### config.mk
export PLATFORM = sky130hd
export DESIGN_NAME = stream_demux_n
export DESIGN_NICKNAME = d
export VERILOG_FILES = /design/src/rtl/stream_demux_n.sv
export SDC_FILE = /design/constraint.sdc
export NUM_CORES = 1
export LEC_CHECK = 0
export CORE_AREA = 2 2 117 62
export DETAILED_ROUTE_END_ITERATION = 7
export DIE_AREA = 0 0 119 64
export GPL_ROUTABILITY_DRIVEN = 1
export GPL_TIMING_DRIVEN = 1
export PLACE_DENSITY = 0.89
export SKIP_CTS_REPAIR_TIMING = 1
export SLEW_MARGIN = 25
export SYNTH_ARGS = -nofsm -noshare
export SYNTH_HDL_FRONTEND = slang
export SYNTH_SLANG_ARGS = --single-unit
### constraint.sdc
create_clock -name clk -period 5.8 [get_ports clk]
set_clock_uncertainty 0.1 [all_clocks]
set_input_delay 0.87 -clock clk [delete_from_list [all_inputs] [get_ports clk]]
set_output_delay 0.87 -clock clk [all_outputs]
set_load 0.02 [all_outputs]
### src/rtl/stream_demux_n.sv
// stream_demux_n
//   Registered 1-to-N stream demultiplexer. An input word is routed to one
//   of N output channels, chosen by in_sel, or to every channel when
//   in_bcast is set. Each channel owns a one-entry output register, so a
//   word appears on its channel one cycle after it is accepted. Upstream
//   backpressure is computed per channel, so a stalled channel only blocks
//   words that need it. Words whose select is outside 0..N-1 are accepted
//   and discarded, and they are counted in a saturating drop counter.
//
// Ports
//   clk        rising-edge clock
//   rst_n      asynchronous active-low reset
//   in_valid   input word present
//   in_ready   block accepts the word this cycle (combinational)
//   in_data    input word, DW bits
//   in_sel     destination channel index, SW bits
//   in_bcast   write the word to all N channels and ignore in_sel
//   out_valid  per-channel word-held flags, N bits
//   out_ready  per-channel consumer ready, N bits
//   out_data   channel k occupies bits [k*DW +: DW]
//   drop_cnt   saturating count of out-of-range words
module stream_demux_n #(
  parameter int DW = 8,
  parameter int N  = 8,
  parameter int SW = $clog2(N)
) (
  input  logic            clk,
  input  logic            rst_n,
  input  logic            in_valid,
  output logic            in_ready,
  input  logic [DW-1:0]   in_data,
  input  logic [SW-1:0]   in_sel,
  input  logic            in_bcast,
  output logic [N-1:0]    out_valid,
  input  logic [N-1:0]    out_ready,
  output logic [N*DW-1:0] out_data,
  output logic [7:0]      drop_cnt
);

  // N held in one extra bit so the range compare works for any legal SW.
  localparam logic [SW:0] NUM_CH = (SW+1)'(N);

  logic [N-1:0]  valid_q;
  logic [DW-1:0] slot_data [N];
  logic [N-1:0]  free;
  logic [N-1:0]  load;
  logic          sel_in_range;
  logic          sel_free;
  logic          xfer;
  logic          drop_event;
  logic [7:0]    drop_q;

  assign sel_in_range = ({1'b0, in_sel} < NUM_CH);

  // A slot can take a new word if it is empty or is being drained this cycle.
  assign free = ~valid_q | out_ready;

  // Pick the free flag of the addressed slot by comparison rather than by
  // indexing, so a select wider than the channel count never indexes past
  // the end of the vector.
  always_comb begin
    sel_free = 1'b0;
    for (int k = 0; k < N; k++) begin
      if (in_sel == SW'(k)) begin
        sel_free = free[k];
      end
    end
  end

  // Broadcast needs every slot; an out-of-range word is always taken
  // because it is simply dropped.
  always_comb begin
    if (in_bcast) begin
      in_ready = &free;
    end else if (sel_in_range) begin
      in_ready = sel_free;
    end else begin
      in_ready = 1'b1;
    end
  end

  assign xfer       = in_valid & in_ready;
  assign drop_event = xfer & ~in_bcast & ~sel_in_range;

  // One register slot per channel. A reload on the same edge as a drain
  // wins, which keeps the channel at one word per cycle.
  for (genvar k = 0; k < N; k++) begin : g_slot
    assign load[k] = xfer & (in_bcast | (in_sel == SW'(k)));

    always_ff @(posedge clk or negedge rst_n) begin
      if (!rst_n) begin
        valid_q[k]   <= 1'b0;
        slot_data[k] <= '0;
      end else if (load[k]) begin
        valid_q[k]   <= 1'b1;
        slot_data[k] <= in_data;
      end else if (out_ready[k]) begin
        valid_q[k]   <= 1'b0;
      end
    end

    assign out_data[k*DW +: DW] = slot_data[k];
  end

  // Drop counter sticks at its maximum instead of wrapping.
  always_ff @(posedge clk or negedge rst_n) begin
    if (!rst_n) begin
      drop_q <= 8'd0;
    end else if (drop_event && (drop_q != 8'hFF)) begin
      drop_q <= drop_q + 8'd1;
    end
  end

  assign out_valid = valid_q;
  assign drop_cnt  = drop_q;

endmodule

* Yosys cells after proc, flatten, opt, wreduce, memory -nomap -nowiden
Index checks and enable logic that the tools add are counted.
** Storage, ports and cells
- Register bits :: 72
- Input bits :: 23
- Output and inout bits :: 81
- Word-level logic and storage cells :: 77
** Operators by class
- Equality and inequality tests :: 7
- Muxes and demuxes :: 25
- Bitwise gates (word level) :: 19
- Reduce and logical (&&, ||, !) cells :: 10
** Operator list (number)
- $mux 1 :: 25
- $reduce_bool 2->1 :: 8
- $eq 3x3->1 const B :: 4
- $and 1x1->1 :: 9
- $not 8->8 :: 1
- $or 1x1->1 :: 8
- $or 8x8->8 :: 1
- $reduce_and 8->1 :: 1
- $eq 3x2->1 const B :: 2
- $eq 3x1->1 const B :: 1
- $logic_not 3->1 :: 1

* Depth between registers and ports, before layout
Gate-level depths: netlist of the first run.
- Word-level depth :: 14
- Depth in mapped cells :: 7
- Depth with buffers taken out :: 5

* Worst setup path before layout of the first run
OpenSTA, ideal clock, no wires.
- Path type :: input to output
- Start :: input port in_sel[1]
- End :: output port in_ready
- Data arrival time :: 1.913 ns
- Required time :: 4.830 ns
- Path slack :: 2.917 ns
- Cell stages on the path :: 5
- Path buffers :: 1
- Cell sequence :: buf_2 -> nor2b_1 -> o2bb2ai_1 -> a21oi_1 -> o31ai_1
** On the way
- Longest elaborated chain between the ends :: 10
- Elaborated cells on any way between the ends :: 17
- Classes of those cells :: eq/ne: 7; mux: 9; reduce/logical: 1
** Ends and longest elaborated chain
- start: declaration :: RTL line 32 : input logic [SW-1:0] in_sel,
- $logic_not 3->1 :: RTL line 64 : if (in_sel == SW'(k)) begin
- $mux 1 (7 in series) :: RTL line 64
- $mux 1 (*) :: RTL line 64
- $mux 1 (*) :: RTL line 73 : if (in_bcast) begin
- end: declaration :: RTL line 30 : output logic in_ready,
Mark *: on every way between the ends. The rest lies on a longest branch, timed or not.

* Worst setup path after layout of the first run
- Start :: input port in_sel[0]
- End :: output port in_ready
Same word-level chain as after synthesis.

==> results of run 1 <==
[worst min path at each step]
stage                             startpoint                        to  slack, ps  depth (start not counted)
floorplan                              rst_n   out_data[0]$_DFFE_PN0P_        470                          0
detailed placement  out_data[29]$_DFFE_PN0P_  out_data[29]$_DFFE_PN0P_        380                          1
global placement    out_data[26]$_DFFE_PN0P_  out_data[26]$_DFFE_PN0P_        370                          1
global route        out_data[27]$_DFFE_PN0P_  out_data[27]$_DFFE_PN0P_        410                          1
finish              out_data[29]$_DFFE_PN0P_  out_data[29]$_DFFE_PN0P_        390                          1
CTS                 out_data[29]$_DFFE_PN0P_  out_data[29]$_DFFE_PN0P_        390                          1
[power groups by stage]
stage          registers [mW]  logic, mW  clock network (mW)
3_3_place_gp            0.875       1.19                   0
6_report                0.890       1.23               0.555
4_1_cts                 0.889       1.23               0.561
3_5_place_dp            0.886       1.22                   0
2_1_floorplan            1.17      0.313                   0
5_1_grt                 0.915       1.28               0.589
[flip-flops by register name, indices dropped and copies added, names as in the netlist]
signal,cells
out_valid,8
out_data,64
[kinds of logic (layout without fill, tap and decap cells)]
logic type / count (synthesis) / count (layout) / share of synthesized area (%)
AOI/OAI and AO/OA: 16 / 16 / 4.389
buffers and inverters: 17 / 115 / 3.691
DFF: 72 / 72 / 59.06
muxes: 65 / 65 / 24.94
other: 1 / 8 / 0.1229
and+or+nand+nor: 39 / 39 / 7.793
[Yosys cell counts, types with 2 or more instances]
master / number / area share, %
nand2_1: 8 / 0.98
inv_1: 3 / 0.37
dfrtp_1: 72 / 59
o21ai_2: 4 / 1.1
and3_1: 2 / 0.41
mux2_2: 46 / 17
nand4_1: 2 / 0.41
buf_2: 2 / 0.33
a21oi_1: 3 / 0.49
buf_4: 10 / 2.5
nand3_1: 2 / 0.33
mux2_4: 8 / 3.9
nor2_1: 3 / 0.37
a32o_1: 2 / 0.66
nor2b_1: 6 / 1.2
nor3b_1: 2 / 0.49
mux2_1: 10 / 3.7
nand2b_1: 9 / 1.8
[cell type report]
type                       instances  area share (%)
sequential                        72           41.43
tap                               92           2.647
multi-input combinational        128           26.73
clock inverter                     7           1.841
clock buffer                       9           5.178
timing repair buffer              96           21.92
inverter                           3          0.2589
[metrics by stage]
step / cell area (sq um) / instances / worst slack, ps / hold WS, ps
final: 4349 / 407 / 1897 / 386.8
after global routing: 4349 / 407 / 1793 / 410.8
after CTS: 4349 / 407 / 1898 / 387.4
after detailed placement: 4044 / 391 / 1899 / 377.6
after global placement: 4044 / 391 / 1967 / 367.6
after floorplan: 3077 / 217 / 2917 / 474.4
[routing by layer]
layer  part of all wire [%]  track usage [%]  vias up
li1                       -                -      927
met1                     42            27.07     1110
met2                     52            38.07       58
met3                    4.7            6.786        8
met4                    1.0            5.357        0
met5                      0                0        -
[worst max-delay path: cells and delay by family]
| family | cells | cell delay (ps) |
|---|---|---|
| AO/OA/AOI/OAI | 3 | 600 |
| buffers and inverters | 2 | 1350 |
| AND/OR/NAND/NOR | 1 | 110 |
==> results_dict.tcl, run 1 <==
set metrics [dict create \
    status "finished clean" \
    grt_usage_pct 21.94 \
    post_drt_wl_per_cell_microns 19.25 \
    cts_tree "built" \
    start_util_pct 46.62 \
    n_antenna_cell 0 \
    ios 104 \
    insertion_delay_ps 330 \
    cts.htree.levels 3 \
    antenna_found_initial 0 \
    vias 2103 \
    vdd_drop_max_uv 224.4 \
    fmax_mhz 256.2 \
    comb_power_share_pct 45.9 \
    drcViolationCount 0 \
    drv_slew 0 \
    wl_microns 7834 \
    die-area_sq_mm 0.007616 \
    core_sq_mm 0.006543 \
    multi_input_area_sq_mm 0.001162 \
    cpMaxStageDelayCell "clkdlybuf4s50_1" \
    p_switching_mw 0.9540 \
    synth-seq-cells 72 \
    rsz0062_at_grt "no" \
    grt_pass1_vias 2235 \
    ys_async_sr_fraction_pct 100.0 \
    worst_slew_pin_slew_ps 885.9 \
    setup_viol 0 \
    crit_path_end_kind "output pin" \
    nFillCells 416 \
    min_period_ps 3903 \
    synth.distinct_cells 34 \
    hold_violations 0 \
    slew_headroom_pct 40.94 \
    timing.final.crit_share_pct 67.29 \
    path_cells "clkdlybuf4s50_1 > nor3b_2 > o2bb2ai_1 > a21oi_1 > o31ai_1 > clkdlybuf4s50_1" \
    p_total_mw 2.670 \
    nets 333 \
    synthFlopType "dfrtp_1" \
    clkPwrFrac_pct 20.8 \
    clkTransAtPathRegs_ps 60 \
    die_h_microns 64 \
    seq_area_sq_mm 0.001802 \
    avgSynthCellArea_sq_um 14.53 \
    swShare_pct 35.73 \
    cts-root-buf "clkbuf_16" \
    cts.sinks 72 \
    path_max_fanout 10 \
    r2r_slack_ps 3410 \
    drtAntennaViolNets 0 \
    grt_start_max_net_pins 73 \
    cp_data_arrival_time_ps 2930 \
    worst-r2r-cell-count 5 \
    areaGrowthSynthToFinish_pct 42.58 \
    dr.pass1.iters 4 \
    r2r_start "out_valid[7]$_DFFE_PN0P_" \
    crit_path_start "in_sel[0]" \
    power_leakage_nw 1.858 \
    timing.rr.end "out_data[26]$_DFFE_PN0P_" \
    grt_remaining_overflow 0 \
    cts_inserted_buffers 9 \
    p_per_area_mw_per_mm2 613.8 \
    fin_util_pct 66.48 \
    place_hpwl_microns 5172 \
    numPortBuffers 95 \
    syn-cell-area_sq_mm 0.003050 \
    start_kind "input pin" \
    fp-row-count 21 \
    gp_congestion 0.9096 \
    setup.worst_path.class "input pin to output pin" \
    drtIter0Drc 186 \
    cp.required_ps 4830 \
    p_seq_share_pct 33.3 \
    final.setup.tns_ps 0 \
    critical-path-max-stage-delay_ps 710 \
    layout_commonest_cell "clkdlybuf4s50_1" \
    layout-drive-gt1-share_pct 25.71 \
    synth_edf_count 0 \
    synthCells 210 \
    drv_cap 0 \
    final_cell_mix "clkdlybuf4s50_1 (94), dfrtp_1 (72), mux2_2 (46), mux2_1 (10)" \
    p_int_mw 1.716 \
    yosysSeqAreaShare_pct 59.06 \
    ctsLongestPathBuffers 2 \
    grt_pass1_wl_microns 12550 \
    cpMostUsedCell "clkdlybuf4s50_1" \
    die_width_microns 119 \
    hold_path_class "register to register" \
    yosys_warnings 0 \
    via_per_inst 5.167 \
    setup.worst_path.end "in_ready" \
]
(Power assumes the default switching activity.)
==> run 2, diff against run 1 <==
--- a/config.mk
+++ b/config.mk
@@ -5,12 +5,12 @@
 export SDC_FILE = /design/constraint.sdc
 export NUM_CORES = 1
 export LEC_CHECK = 0
-export CORE_AREA = 2 2 117 62
+export CORE_AREA = 2 2 120 64
 export DETAILED_ROUTE_END_ITERATION = 7
-export DIE_AREA = 0 0 119 64
+export DIE_AREA = 0 0 122 66
 export GPL_ROUTABILITY_DRIVEN = 1
 export GPL_TIMING_DRIVEN = 1
-export PLACE_DENSITY = 0.89
+export PLACE_DENSITY = 0.85
 export SKIP_CTS_REPAIR_TIMING = 1
 export SLEW_MARGIN = 25
 export SYNTH_ARGS = -nofsm -noshare
==> constraint.sdc (replaced) <==
create_clock -name clk -period 4 [get_ports clk]
set_clock_uncertainty 0.1 [all_clocks]
set_input_delay 0.6 -clock clk [delete_from_list [all_inputs] [get_ports clk]]
set_output_delay 0.6 -clock clk [all_outputs]
set_load 0.02 [all_outputs]
==> run 2 against run 1 <==
Sequential share of layout area up 0.23 points. Worst setup slack got worse by 1300 ps. Sequential power grew 43%. Cell area fell by 0.55%. Critical endpoint unchanged. Via count decreased by 0.81%. Clock power grew 30%. Highest routed layer unchanged. Utilization shrank 4.9 points. Global-route usage is 1.7 points lower. Non-clock buffer count grew 1. Flip-flop and latch count unchanged. Combinational power is 42% higher. Register-to-register slack worse by 1800 ps.
==> results_dict.tcl, run 2 (synthesis gave the netlist of run 1 again) <==
set metrics [dict create \
    drv_slew 0 \
    grt_start_max_net_pins 44 \
    layout_commonest_cell "clkdlybuf4s50_1" \
    setup.worst_path.class "input pin to output pin" \
    final_cell_mix "clkdlybuf4s50_1 (94), dfrtp_1 (72), mux2_2 (46), mux2_1 (10)" \
    layout-drive-gt1-share_pct 25.32 \
    fp-row-count 22 \
    cp.required_ps 3300 \
    hold_slack_ps 144.7 \
    cp_data_arrival_time_ps 2720 \
    power_leakage_nw 1.857 \
    die_width_microns 122 \
    rsz0062_at_grt "no" \
    drcViolationCount 0 \
    vias 2086 \
    cts_inserted_buffers 9 \
    fmax_mhz 292.4 \
    slew_headroom_pct 51.74 \
    cts.htree.levels 3 \
    die-area_sq_mm 0.008052 \
    nets 334 \
    wl_met2_microns 3079 \
    vdd_drop_max_uv 612.7 \
    p_per_area_mw_per_mm2 865.3 \
    place_hpwl_microns 5228 \
    hold_path_class "input pin to asynchronous set/reset pin" \
    wl_met1_microns 3377 \
    grt_remaining_overflow 0 \
    final.setup.tns_ps 0 \
    start_util_pct 43.46 \
    ios 104 \
    dr_wl_met3_microns 920 \
    worst_slew_pin_slew_ps 723.8 \
    hold_violations 0 \
    cts.sinks 72 \
    timing.final.crit_share_pct 85.49 \
    grt_pass1_wl_microns 11640 \
    status "finished clean" \
    dr.pass1.iters 4 \
    grt_usage_pct 20.20 \
    clkTransAtPathRegs_ps 60 \
    gp_congestion 0.8429 \
    drtIter0Drc 101 \
    topRoutingLayerUsed "met4" \
    drtAntennaViolNets 0 \
    areaGrowthSynthToFinish_pct 41.80 \
    setup_viol 0 \
    post_drt_wl_per_cell_microns 18.02 \
    grt_pass1_vias 2090 \
    fin_util_pct 61.62 \
    numPortBuffers 95 \
    drv_cap 0 \
    start_kind "input pin" \
    ctsLongestPathBuffers 2 \
    antenna_found_initial 0 \
    n_antenna_cell 0 \
    min_period_ps 3420 \
    via_per_inst 5.063 \
    wl_microns 7426 \
    core_sq_mm 0.007019 \
    die_h_microns 66 \
    largest_reg_flops 64 \
    cts_tree "built" \
    crit_path_end_kind "output pin" \
    insertion_delay_ps 340 \
    path_max_fanout 9 \
    cts-root-buf "clkbuf_16" \
]
run 2: power breakdown:
| part | total, mW | leakage (nW) | internal (mW) | switching [mW] |
|---|---|---|---|---|
| clock | 0.720 | 0.136 | 0.432 | 0.288 |
| combinational | 1.75 | 0.859 | 0.918 | 0.831 |
| sequential | 1.27 | 0.862 | 1.08 | 0.193 |
| total | 3.74 | 1.86 | 2.43 | 1.31 |
run 2: area by class of cell:
class                      count  area [sq um]
clock buffer                  12         246.5
clock inverter                 4         20.02
fill                         556          2694
inverter                       3         11.26
multi-input combinational    128          1162
sequential                    72          1802
tap                           96         120.1
timing repair buffer          97         963.4
run 2: metrics by stage:
stage	cell area (sq um)	instances	total power [mW]	setup WS (ps)
floorplan	3077	217	2.151	1657
global placement	4056	396	2.997	612.5
detailed placement	4056	396	3.043	586.6
global route	4325	412	3.939	417.6
finish	4325	412	3.743	580.4
CTS	4323	412	3.782	575.4
run 2: per-layer routing:
layer | vias up | GRT usage [%]
li1 | 936 | -
met1 | 1046 | 26.56
met2 | 96 | 28.56
met3 | 8 | 12.33
met4 | 0 | 3.879
met5 | - | 0
run 2: final timing paths:
| kind | start | to | slack (ps) | depth (start not counted) |
|---|---|---|---|---|
| max | out_ready[7] | in_ready | 580 | 7 |
| min | rst_n | out_valid[4]$_DFFE_PN0P_ | 140 | 1 |
| max reg2reg | out_valid[7]$_DFFE_PN0P_ | out_data[18]$_DFFE_PN0P_ | 1600 | 5 |
| min reg2reg | out_data[26]$_DFFE_PN0P_ | out_data[26]$_DFFE_PN0P_ | 390 | 1 |
| max in group asynchronous | rst_n | out_data[12]$_DFFE_PN0P_ | 3020 | 2 |
| min in group clk | out_data[26]$_DFFE_PN0P_ | out_data[26]$_DFFE_PN0P_ | 390 | 1 |
run 2: critical path: stages:
cell and delay (ps):
clkdlybuf4s50_1 440, nand2b_1 180, nand4_1 190, nor3_4 450, inv_1 90, o31ai_1 100, clkdlybuf4s50_1 660
